[config.mk]
export PLATFORM = sky130hd
export DESIGN_NAME = maxpool
export DESIGN_NICKNAME = d
export VERILOG_FILES = /design/src/rtl/maxpool.sv
export SDC_FILE = /design/constraint.sdc
export NUM_CORES = 2
export LEC_CHECK = 0
export ABC_CLOCK_PERIOD_IN_PS = 14050
export CORE_ASPECT_RATIO = 1.75
export CORE_MARGIN = 2
export CORE_UTILIZATION = 46
export DETAILED_ROUTE_END_ITERATION = 8
export DONT_BUFFER_PORTS = 1
export HOLD_SLACK_MARGIN = 0.02
export PLACE_DENSITY = 0.62
export SLEW_MARGIN = 20
export SYNTH_ARGS = -nofsm -noshare
export SYNTH_HDL_FRONTEND = slang
export SYNTH_SLANG_ARGS = --single-unit
[constraint.sdc]
create_clock -name clk -period 14.05 [get_ports clk]
set_input_delay 3.5125 -clock clk [delete_from_list [all_inputs] [get_ports clk]]
set_output_delay 3.5125 -clock clk [all_outputs]
set_load 0.01 [all_outputs]
[src/rtl/maxpool.sv]
// Max-pooling engine: streams a conv output map through a 1-cycle-latency read
// port, one read per cycle, and writes one signed maximum per KxK window.
module maxpool #(
  parameter int unsigned DATA_SIZE = 16,
  parameter int unsigned MEM_SIZE  = 16,
  parameter int unsigned LOOP_BIT  = 8
) (
  input  logic                 clk,
  input  logic                 rst,
  input  logic                 en,
  input  logic [DATA_SIZE-1:0] R,
  input  logic [DATA_SIZE-1:0] C,
  input  logic [DATA_SIZE-1:0] M,
  input  logic [DATA_SIZE-1:0] K,
  input  logic [DATA_SIZE-1:0] S,
  input  logic [DATA_SIZE-1:0] IR,
  input  logic [DATA_SIZE-1:0] IC,
  input  logic [DATA_SIZE-1:0] in_rd,
  output logic [MEM_SIZE-1:0]  in_ra,
  output logic                 out_we,
  output logic [MEM_SIZE-1:0]  out_wa,
  output logic [DATA_SIZE-1:0] out_wd,
  output logic                 done
);

  typedef enum logic [1:0] {IDLE, RUN, DRAIN, FIN} state_e;

  state_e               state_q;
  logic                 drain_q;
  logic [DATA_SIZE-1:0] r_q, c_q, m_q, k_q, s_q, ir_q, ic_q;
  logic [LOOP_BIT-1:0]  mm_q, rr_q, cc_q, ii_q, jj_q;
  logic [LOOP_BIT-1:0]  mm_d, rr_d, cc_d, ii_d, jj_d;
  logic [MEM_SIZE-1:0]  in_ra_q, ra_d, wa_d;
  logic                 out_we_q, done_q;
  logic [MEM_SIZE-1:0]  out_wa_q;
  logic [DATA_SIZE-1:0] out_wd_q, max_q, new_max;
  // Tag travelling alongside the read that returns data in the current cycle
  logic                 v1_q, first1_q, last1_q;
  logic [MEM_SIZE-1:0]  wa1_q;
  logic jj_last, ii_last, cc_last, rr_last, mm_last, win_last, run_last, size_ok;

  assign jj_last  = (DATA_SIZE'(jj_q) == k_q - DATA_SIZE'(1));
  assign ii_last  = (DATA_SIZE'(ii_q) == k_q - DATA_SIZE'(1));
  assign cc_last  = (DATA_SIZE'(cc_q) == c_q - DATA_SIZE'(1));
  assign rr_last  = (DATA_SIZE'(rr_q) == r_q - DATA_SIZE'(1));
  assign mm_last  = (DATA_SIZE'(mm_q) == m_q - DATA_SIZE'(1));
  assign win_last = ii_last && jj_last;
  assign run_last = win_last && cc_last && rr_last && mm_last;
  assign size_ok  = (|R) && (|C) && (|M) && (|K);

  // Loop nest mm > rr > cc > ii > jj
  always_comb begin
    mm_d = mm_q;
    rr_d = rr_q;
    cc_d = cc_q;
    ii_d = ii_q;
    jj_d = jj_q;
    if (!jj_last) begin
      jj_d = jj_q + LOOP_BIT'(1);
    end else begin
      jj_d = '0;
      if (!ii_last) begin
        ii_d = ii_q + LOOP_BIT'(1);
      end else begin
        ii_d = '0;
        if (!cc_last) begin
          cc_d = cc_q + LOOP_BIT'(1);
        end else begin
          cc_d = '0;
          if (!rr_last) begin
            rr_d = rr_q + LOOP_BIT'(1);
          end else begin
            rr_d = '0;
            mm_d = mm_q + LOOP_BIT'(1);
          end
        end
      end
    end
  end

  assign ra_d = MEM_SIZE'(mm_d) * MEM_SIZE'(ir_q) * MEM_SIZE'(ic_q)
              + (MEM_SIZE'(rr_d) * MEM_SIZE'(s_q) + MEM_SIZE'(ii_d)) * MEM_SIZE'(ic_q)
              + MEM_SIZE'(cc_d) * MEM_SIZE'(s_q) + MEM_SIZE'(jj_d);
  assign wa_d = MEM_SIZE'(mm_q) * MEM_SIZE'(r_q) * MEM_SIZE'(c_q)
              + MEM_SIZE'(rr_q) * MEM_SIZE'(c_q) + MEM_SIZE'(cc_q);
  assign new_max = (first1_q || ($signed(in_rd) > $signed(max_q))) ? in_rd : max_q;

  always_ff @(posedge clk or posedge rst) begin
    if (rst) begin
      state_q  <= IDLE;
      drain_q  <= 1'b0;
      {r_q, c_q, m_q, k_q, s_q, ir_q, ic_q} <= '0;
      {mm_q, rr_q, cc_q, ii_q, jj_q} <= '0;
      in_ra_q  <= '0;
      out_we_q <= 1'b0;
      out_wa_q <= '0;
      out_wd_q <= '0;
      done_q   <= 1'b0;
      max_q    <= '0;
      v1_q     <= 1'b0;
      first1_q <= 1'b0;
      last1_q  <= 1'b0;
      wa1_q    <= '0;
    end else begin
      out_we_q <= 1'b0;
      done_q   <= 1'b0;
      v1_q     <= 1'b0;
      if (v1_q) begin
        max_q <= new_max;
        if (last1_q) begin
          out_we_q <= 1'b1;
          out_wa_q <= wa1_q;
          out_wd_q <= new_max;
        end
      end
      case (state_q)
        IDLE: begin
          if (en) begin
            {r_q, c_q, m_q, k_q, s_q, ir_q, ic_q} <= {R, C, M, K, S, IR, IC};
            {mm_q, rr_q, cc_q, ii_q, jj_q} <= '0;
            in_ra_q <= '0;
            if (size_ok) begin
              state_q <= RUN;
            end else begin
              state_q <= FIN;
              done_q  <= 1'b1;
            end
          end
        end
        RUN: begin
          v1_q     <= 1'b1;
          first1_q <= (ii_q == '0) && (jj_q == '0);
          last1_q  <= win_last;
          wa1_q    <= wa_d;
          {mm_q, rr_q, cc_q, ii_q, jj_q} <= {mm_d, rr_d, cc_d, ii_d, jj_d};
          if (run_last) begin
            state_q <= DRAIN;
            drain_q <= 1'b0;
            in_ra_q <= '0;
          end else begin
            in_ra_q <= ra_d;
          end
        end
        DRAIN: begin
          if (drain_q) begin
            state_q <= FIN;
            done_q  <= 1'b1;
          end else begin
            drain_q <= 1'b1;
          end
        end
        FIN:     state_q <= IDLE;
        default: state_q <= IDLE;
      endcase
    end
  end

  assign in_ra  = in_ra_q;
  assign out_we = out_we_q;
  assign out_wa = out_wa_q;
  assign out_wd = out_wd_q;
  assign done   = done_q;

endmodule

**Yosys cells after proc, flatten, opt, wreduce, memory -nomap -nowiden**

Index checks and enable logic that the tools add are counted.

- Divide/modulo/power cells: 0
- Magnitude comparators: 1
- Mux-type cells: 38
- Equal/unequal tests: 11
- Reduce and logical (&&, ||, !) cells: 23
- Multipliers: 8
- Add/subtract/negate cells: 15
- Bitwise operators: 0
- Shifts and indexed selects: 0

Operators with widths:

| cell | number |
|---|---|
| two-way mux 8 bit | 15 |
| equality test 8 x 16 -> 1 bit | 5 |
| multiplier 8 x 16 -> 16 bit | 5 |
| case mux 8 bit (2 select lines) | 5 |
| OR reduction 16 bit | 4 |
| subtractor 16 x 1 -> 16 bit, second input constant | 4 |
| adder 16 bit | 3 |
| adder 16 x 8 -> 16 bit | 3 |
| multiplier 16 x 16 -> 16 bit | 3 |
| two-way mux 16 bit | 3 |
| adder 8 x 1 -> 8 bit, second input constant | 5 |
| case mux 16 bit (2 select lines) | 1 |
| > comparator 16 bit | 1 |
| logical NOT 8 bit | 2 |
| logical AND 1 bit | 8 |
| two-way mux 2 bit | 4 |
| case mux 2 bit (4 select lines) | 1 |
| AND reduction 2 bit | 4 |
| two-way mux 1 bit | 7 |
| != test 2 bit, second input constant | 3 |
| equality test 2 bit, second input constant | 2 |
| case mux 1 bit (2 select lines) | 2 |
| nonzero test 2 bit | 2 |
| AND reduction 3 bit | 1 |
| other kinds (3) | 3 |

- Input port bits: 131
- Latch bits: 0
- Word-level logic and storage cells: 120
- Bits in registers: 240
- ROM bits: 0
- Memories kept: 0
- Bits in writable memories: 0
- Output and inout bits: 50

**Logic depth before layout (Yosys ltp)**

- Depth after elaboration: 14
- Gate-level depth with buffers: 62
- Depth with buffers taken out: 58

**Least setup slack after synthesis**

No wires, ideal clock.

- Kind: reg2reg
- Start: register c_q[0]
- End: register in_ra_q[15] (netlist: in_ra[15])
- Data arrival time: 13.457 ns
- Cell stages (with the launch flop): 51
- Path slack: 0.472 ns
- Setup time: 0.121 ns
- Required time: 13.929 ns
- Period minus slack after synthesis: 13.578 ns
- Buffers on the path: 2
- Path through: dfrtp_1 clkbuf_1 inv_1 ha_1 or4b_4 or3_1 a221o_1 a32oi_2 and4b_1 buf_2 nand3_1 or4_1 xnor2_1 and2_1 fa_1 fa_1 fa_1 inv_1 (+15 left out) inv_1 fa_1 fa_1 fa_1 xnor2_1 xnor2_1 xnor2_1 xnor2_1 xnor2_1 xnor2_1 xnor2_1 xnor2_1 xnor2_1 xnor2_1 xnor3_1 xnor2_2 xnor3_1 a22o_1

- Longest elaborated chain between the ends: 13
- Elaborated cells between the ends (all ways): 25
- Those cells by class: 5 x add/sub; 5 x mul; 1 x eq/ne; 11 x mux; 3 x reduce/logical

RTL lines:

| element | RTL line | RTL |
|---|---|---|
| from (decl) | 30 | `logic [DATA_SIZE-1:0] r_q, c_q, m_q, k_q, s_q, ir_q, ic_q;` |
| from (signal assigned) | 119 | `{r_q, c_q, m_q, k_q, s_q, ir_q, ic_q} <= {R, C, M, K, S, IR, IC};` |
| subtractor 16 x 1 -> 16 bit (*) | 44 | `assign cc_last = (DATA_SIZE'(cc_q) == c_q - DATA_SIZE'(1));` |
| equality test 8 x 16 -> 1 bit (*) | 44 |  |
| two-way mux 8 bit | 66 | `if (!cc_last) begin` |
| two-way mux 8 bit | 62 | `if (!ii_last) begin` |
| two-way mux 8 bit | 58 | `if (!jj_last) begin` |
| multiplier 8 x 16 -> 16 bit | 82 | `+ (MEM_SIZE'(rr_d) * MEM_SIZE'(s_q) + MEM_SIZE'(ii_d)) * MEM_SIZE'(ic_q)` |
| adder 16 x 8 -> 16 bit | 82 |  |
| multiplier 16 x 16 -> 16 bit | 82 |  |
| adder 16 bit | 82 |  |
| adder 16 bit | 83 | `+ MEM_SIZE'(cc_d) * MEM_SIZE'(s_q) + MEM_SIZE'(jj_d);` |
| adder 16 x 8 -> 16 bit | 83 |  |
| two-way mux 16 bit (*) | 136 | `if (run_last) begin` |
| case mux 16 bit (2 select lines) (*) | 116 | `case (state_q)` |
| to (signal assigned) | 141 | `in_ra_q <= ra_d;` |
| to (decl) | 33 | `logic [MEM_SIZE-1:0] in_ra_q, ra_d, wa_d;` |

Mark *: on every way between the ends. The rest lies on a longest branch, timed or not.
A chain may end at the register's enable or synchronous reset.

**Final worst setup path**

- Start: register c_q[1]
- End: register in_ra_q[15] (netlist: in_ra[15])

The elaborated chain is that of the path after synthesis.

==> results.md <==
- Status: finished clean
- # fillers: 7987
- CP peak stage delay: 0.56 ns
- Area delta synth->final: 8.06%
- Mapped Area: 39400 um2
- Crit path max-delay family: adder cells
- Ant diodes: 0
- Router iterations before antenna repair: 5
- Seq cells post-synth: 240
- RePlAce Congestion: 0.916
- Fmax: 0.0735 GHz
- Setup CP Type: register to register
- Finished Cell Area: 42600 um2
- Critical path startpoint category: register
- Rows: 142
- Multi-input gate area: 29900 um2
- WP buf/inv: 12
- Core Region: 85300 um2
- Register Area: 6010 um2
- Minimum clock period: 13.60 ns
- Initial antenna violation count: 4
- Crit. Startpoint: c_q[1]
- Yosys Warn Count: 0
- Gate power share: 0.407
- Hold depth: 1
- CP max FO: 7
- IO Port Bufs: 0
- Vias in the first global route: 31837
- Fin nets: 5249
- Wire per inst: 20.8 um
- Commonest non-fill, non-tap cells in the layout: inv_1, fa_1, nand2_1
- Count of cell types in the netlist: 90
- Area after DPL: 41000 um2
- CP max stage cell: fa_1
- Max Slew Vio Count: 0
- Pwr Density: 84.2 nW/um2
- Chip Height: 391 um
- Layout cells sized above 1: 0.115
- Initial core utilization: 0.462
- Asr flop ratio synth: 1.00
- CP arrival: 14.12 ns
- Clk sink count: 240
- Max VDD drop: 0.0000928 V
- Slew HR: 0.290
- Top_reg_cell synth: dfrtp_1
- Commonest non-fill, non-tap cell in the layout: inv_1
- Pre-CTS setup slack: 0.151 ns
- Standby leakage power: 0.0202 uW
- CTS tree: built
- Die area: 88100 um2
- Final Hold Viols: 0
- Residual DRC: 0
- Period utilisation layout: 0.968
- Hold wc startpoint: m_q[13]
- Hold Path Class: register to register
- Final worst slack: 0.451 ns
- Final setup viols: 0
- Reg2reg path depth: 51
- DRT antenna net count: 0
- Synth Net Count: 5251
- Clock Path Buffers: 3
- Clock Root Buffer: clkbuf_16
- CP Capture Type: register
- Horiz. Die Dim: 225 um
- IO Pins: 181
- Worst EP required: 14.57 ns
- Least-Margin Pin Slew: 1.06 ns
- Total grt overflow: 0
- Final TNS setup: 0 ns
- Vias: 28615
- Mean Syn Cell Area: 9.43 um2
- NetSw: 1640 uW
- Sw Ratio: 0.458
- First-pass GRT wire length: 175000 um
- PnR Total Power: 3590 uW
- Fin Clk Skew: 0.0169 ns
- Max Cap Viol: 0
- 1st-iter DRT viols: 1267
- Reg power frac: 0.366
- Clk Latency, worst-skew pair: 0.63 ns
- Hpwl dp: 88400 um
- Clk slew on worst S/H paths: 0.07 ns
- Routed WL: 110000 um
- Largest net degree at the start of global routing: 112
- CP most frequent cell: fa_1
- Post-DR vias/cell: 5.42
- R2r startpoint: c_q[1]
- Cell Int Power: 1940 uW
- Crit path depth: 51
- Synth Instances: 4176
- Clk pwr share: 0.226
- Post-synthesis sequential area ratio: 0.152
- GRT Total Usage: 0.258
- EDFF count, synth: 0
- CTS buffer count: 28
- Htree depth: 1
worst paths after layout:
check / endpoint / slack (ns)
setup / recovery: in_ra[15] / 0.45
hold / removal: m_q[13] / 0.50
setup reg to reg: in_ra[15] / 0.45
hold reg to reg: m_q[13] / 0.50
max in group asynchronous: ir_q[1] / 8.86
min in group asynchronous: out_wd[10] / 2.88
layer usage:
layer / global-route usage / vias up / wire, um
met2: 0.487 / 767 / 58900
met4: 0.163 / 6 / 8080
met3: 0.0334 / 347 / 4850
met5: 0 / - / 41
met1: 0.266 / 14676 / 38000
li1: - / 12819 / -
final cells by class:
type,instances,share of cell area
Timing Repair Buffer,171,0.0312
Sequential cell,240,0.141
Tap cell,1080,0.0317
Clock inverter,17,0.00535
Inverter,799,0.0706
Multi-Input combinational cell,2934,0.702
Clock buffer,34,0.0179
cells in the mapped netlist, types with 6 or more instances:
| cell type | number | share of area |
|---|---|---|
| buf_1 | 11 | 0.0010 |
| o21bai_1 | 21 | 0.0040 |
| nor4_1 | 30 | 0.0048 |
| a22o_1 | 41 | 0.0091 |
| fa_1 | 631 | 0.32 |
| a21oi_1 | 83 | 0.011 |
| and3_1 | 30 | 0.0048 |
| a21o_1 | 16 | 0.0030 |
| nand2_1 | 469 | 0.045 |
| nand4_1 | 15 | 0.0024 |
| mux2i_1 | 6 | 0.0015 |
| or2_2 | 6 | 0.00095 |
| dfrtp_1 | 240 | 0.15 |
| o21a_1 | 16 | 0.0030 |
| xnor2_1 | 187 | 0.042 |
| or3_1 | 11 | 0.0017 |
| ha_1 | 313 | 0.099 |
| a31oi_1 | 6 | 0.00095 |
| nand2b_1 | 25 | 0.0040 |
| xor2_1 | 67 | 0.015 |
| mux2_2 | 161 | 0.046 |
| inv_1 | 798 | 0.076 |
| o21ai_1 | 6 | 0.00076 |
| nor3_1 | 21 | 0.0027 |
| buf_6 | 8 | 0.0023 |
| nand3_1 | 35 | 0.0044 |
| and2_1 | 379 | 0.060 |
| o21ai_0 | 90 | 0.011 |
| xnor3_1 | 13 | 0.0074 |
| clkbuf_1 | 178 | 0.017 |
| nor2b_1 | 58 | 0.0092 |
| nor2_1 | 94 | 0.0090 |
per-stage QoR:
step	util	hold WS, ns	cells
floorplan	-	0.470	4176
global placement	0.480	0.478	5188
detailed placement	0.480	0.489	5188
CTS	0.492	0.505	5239
global route	0.499	0.520	5275
finish	0.499	0.503	5275
cell families (layout without fill, tap and decap cells):
kind of cell | count (synthesis) | after routing | synth area share
AND/OR/NAND/NOR | 1224 | 1224 | 0.163
buffers and inverters | 1002 | 1021 | 0.0973
adder cells (fa/ha/maj) | 944 | 944 | 0.420
AO/OA/AOI/OAI | 327 | 327 | 0.0535
XOR/XNOR | 272 | 272 | 0.0664
flip-flops | 240 | 240 | 0.152
multiplexers | 167 | 167 | 0.0475
power by group through the flow:
stage	clock network [uW]	registers, uW	logic [uW]
global placement	0	1320	1420
global route	864	1340	1570
detailed placement	0	1320	1430
finish	812	1310	1460
CTS	835	1310	1430
floorplan	0	1050	1060
what timing repair did:
action	4_1_cts	5_1_grt
buffers inserted	0	36
setup endpoints to repair	0	1
hold buffers	0	0
gates resized for setup	0	88
Power figures use the tool's default switching activity.
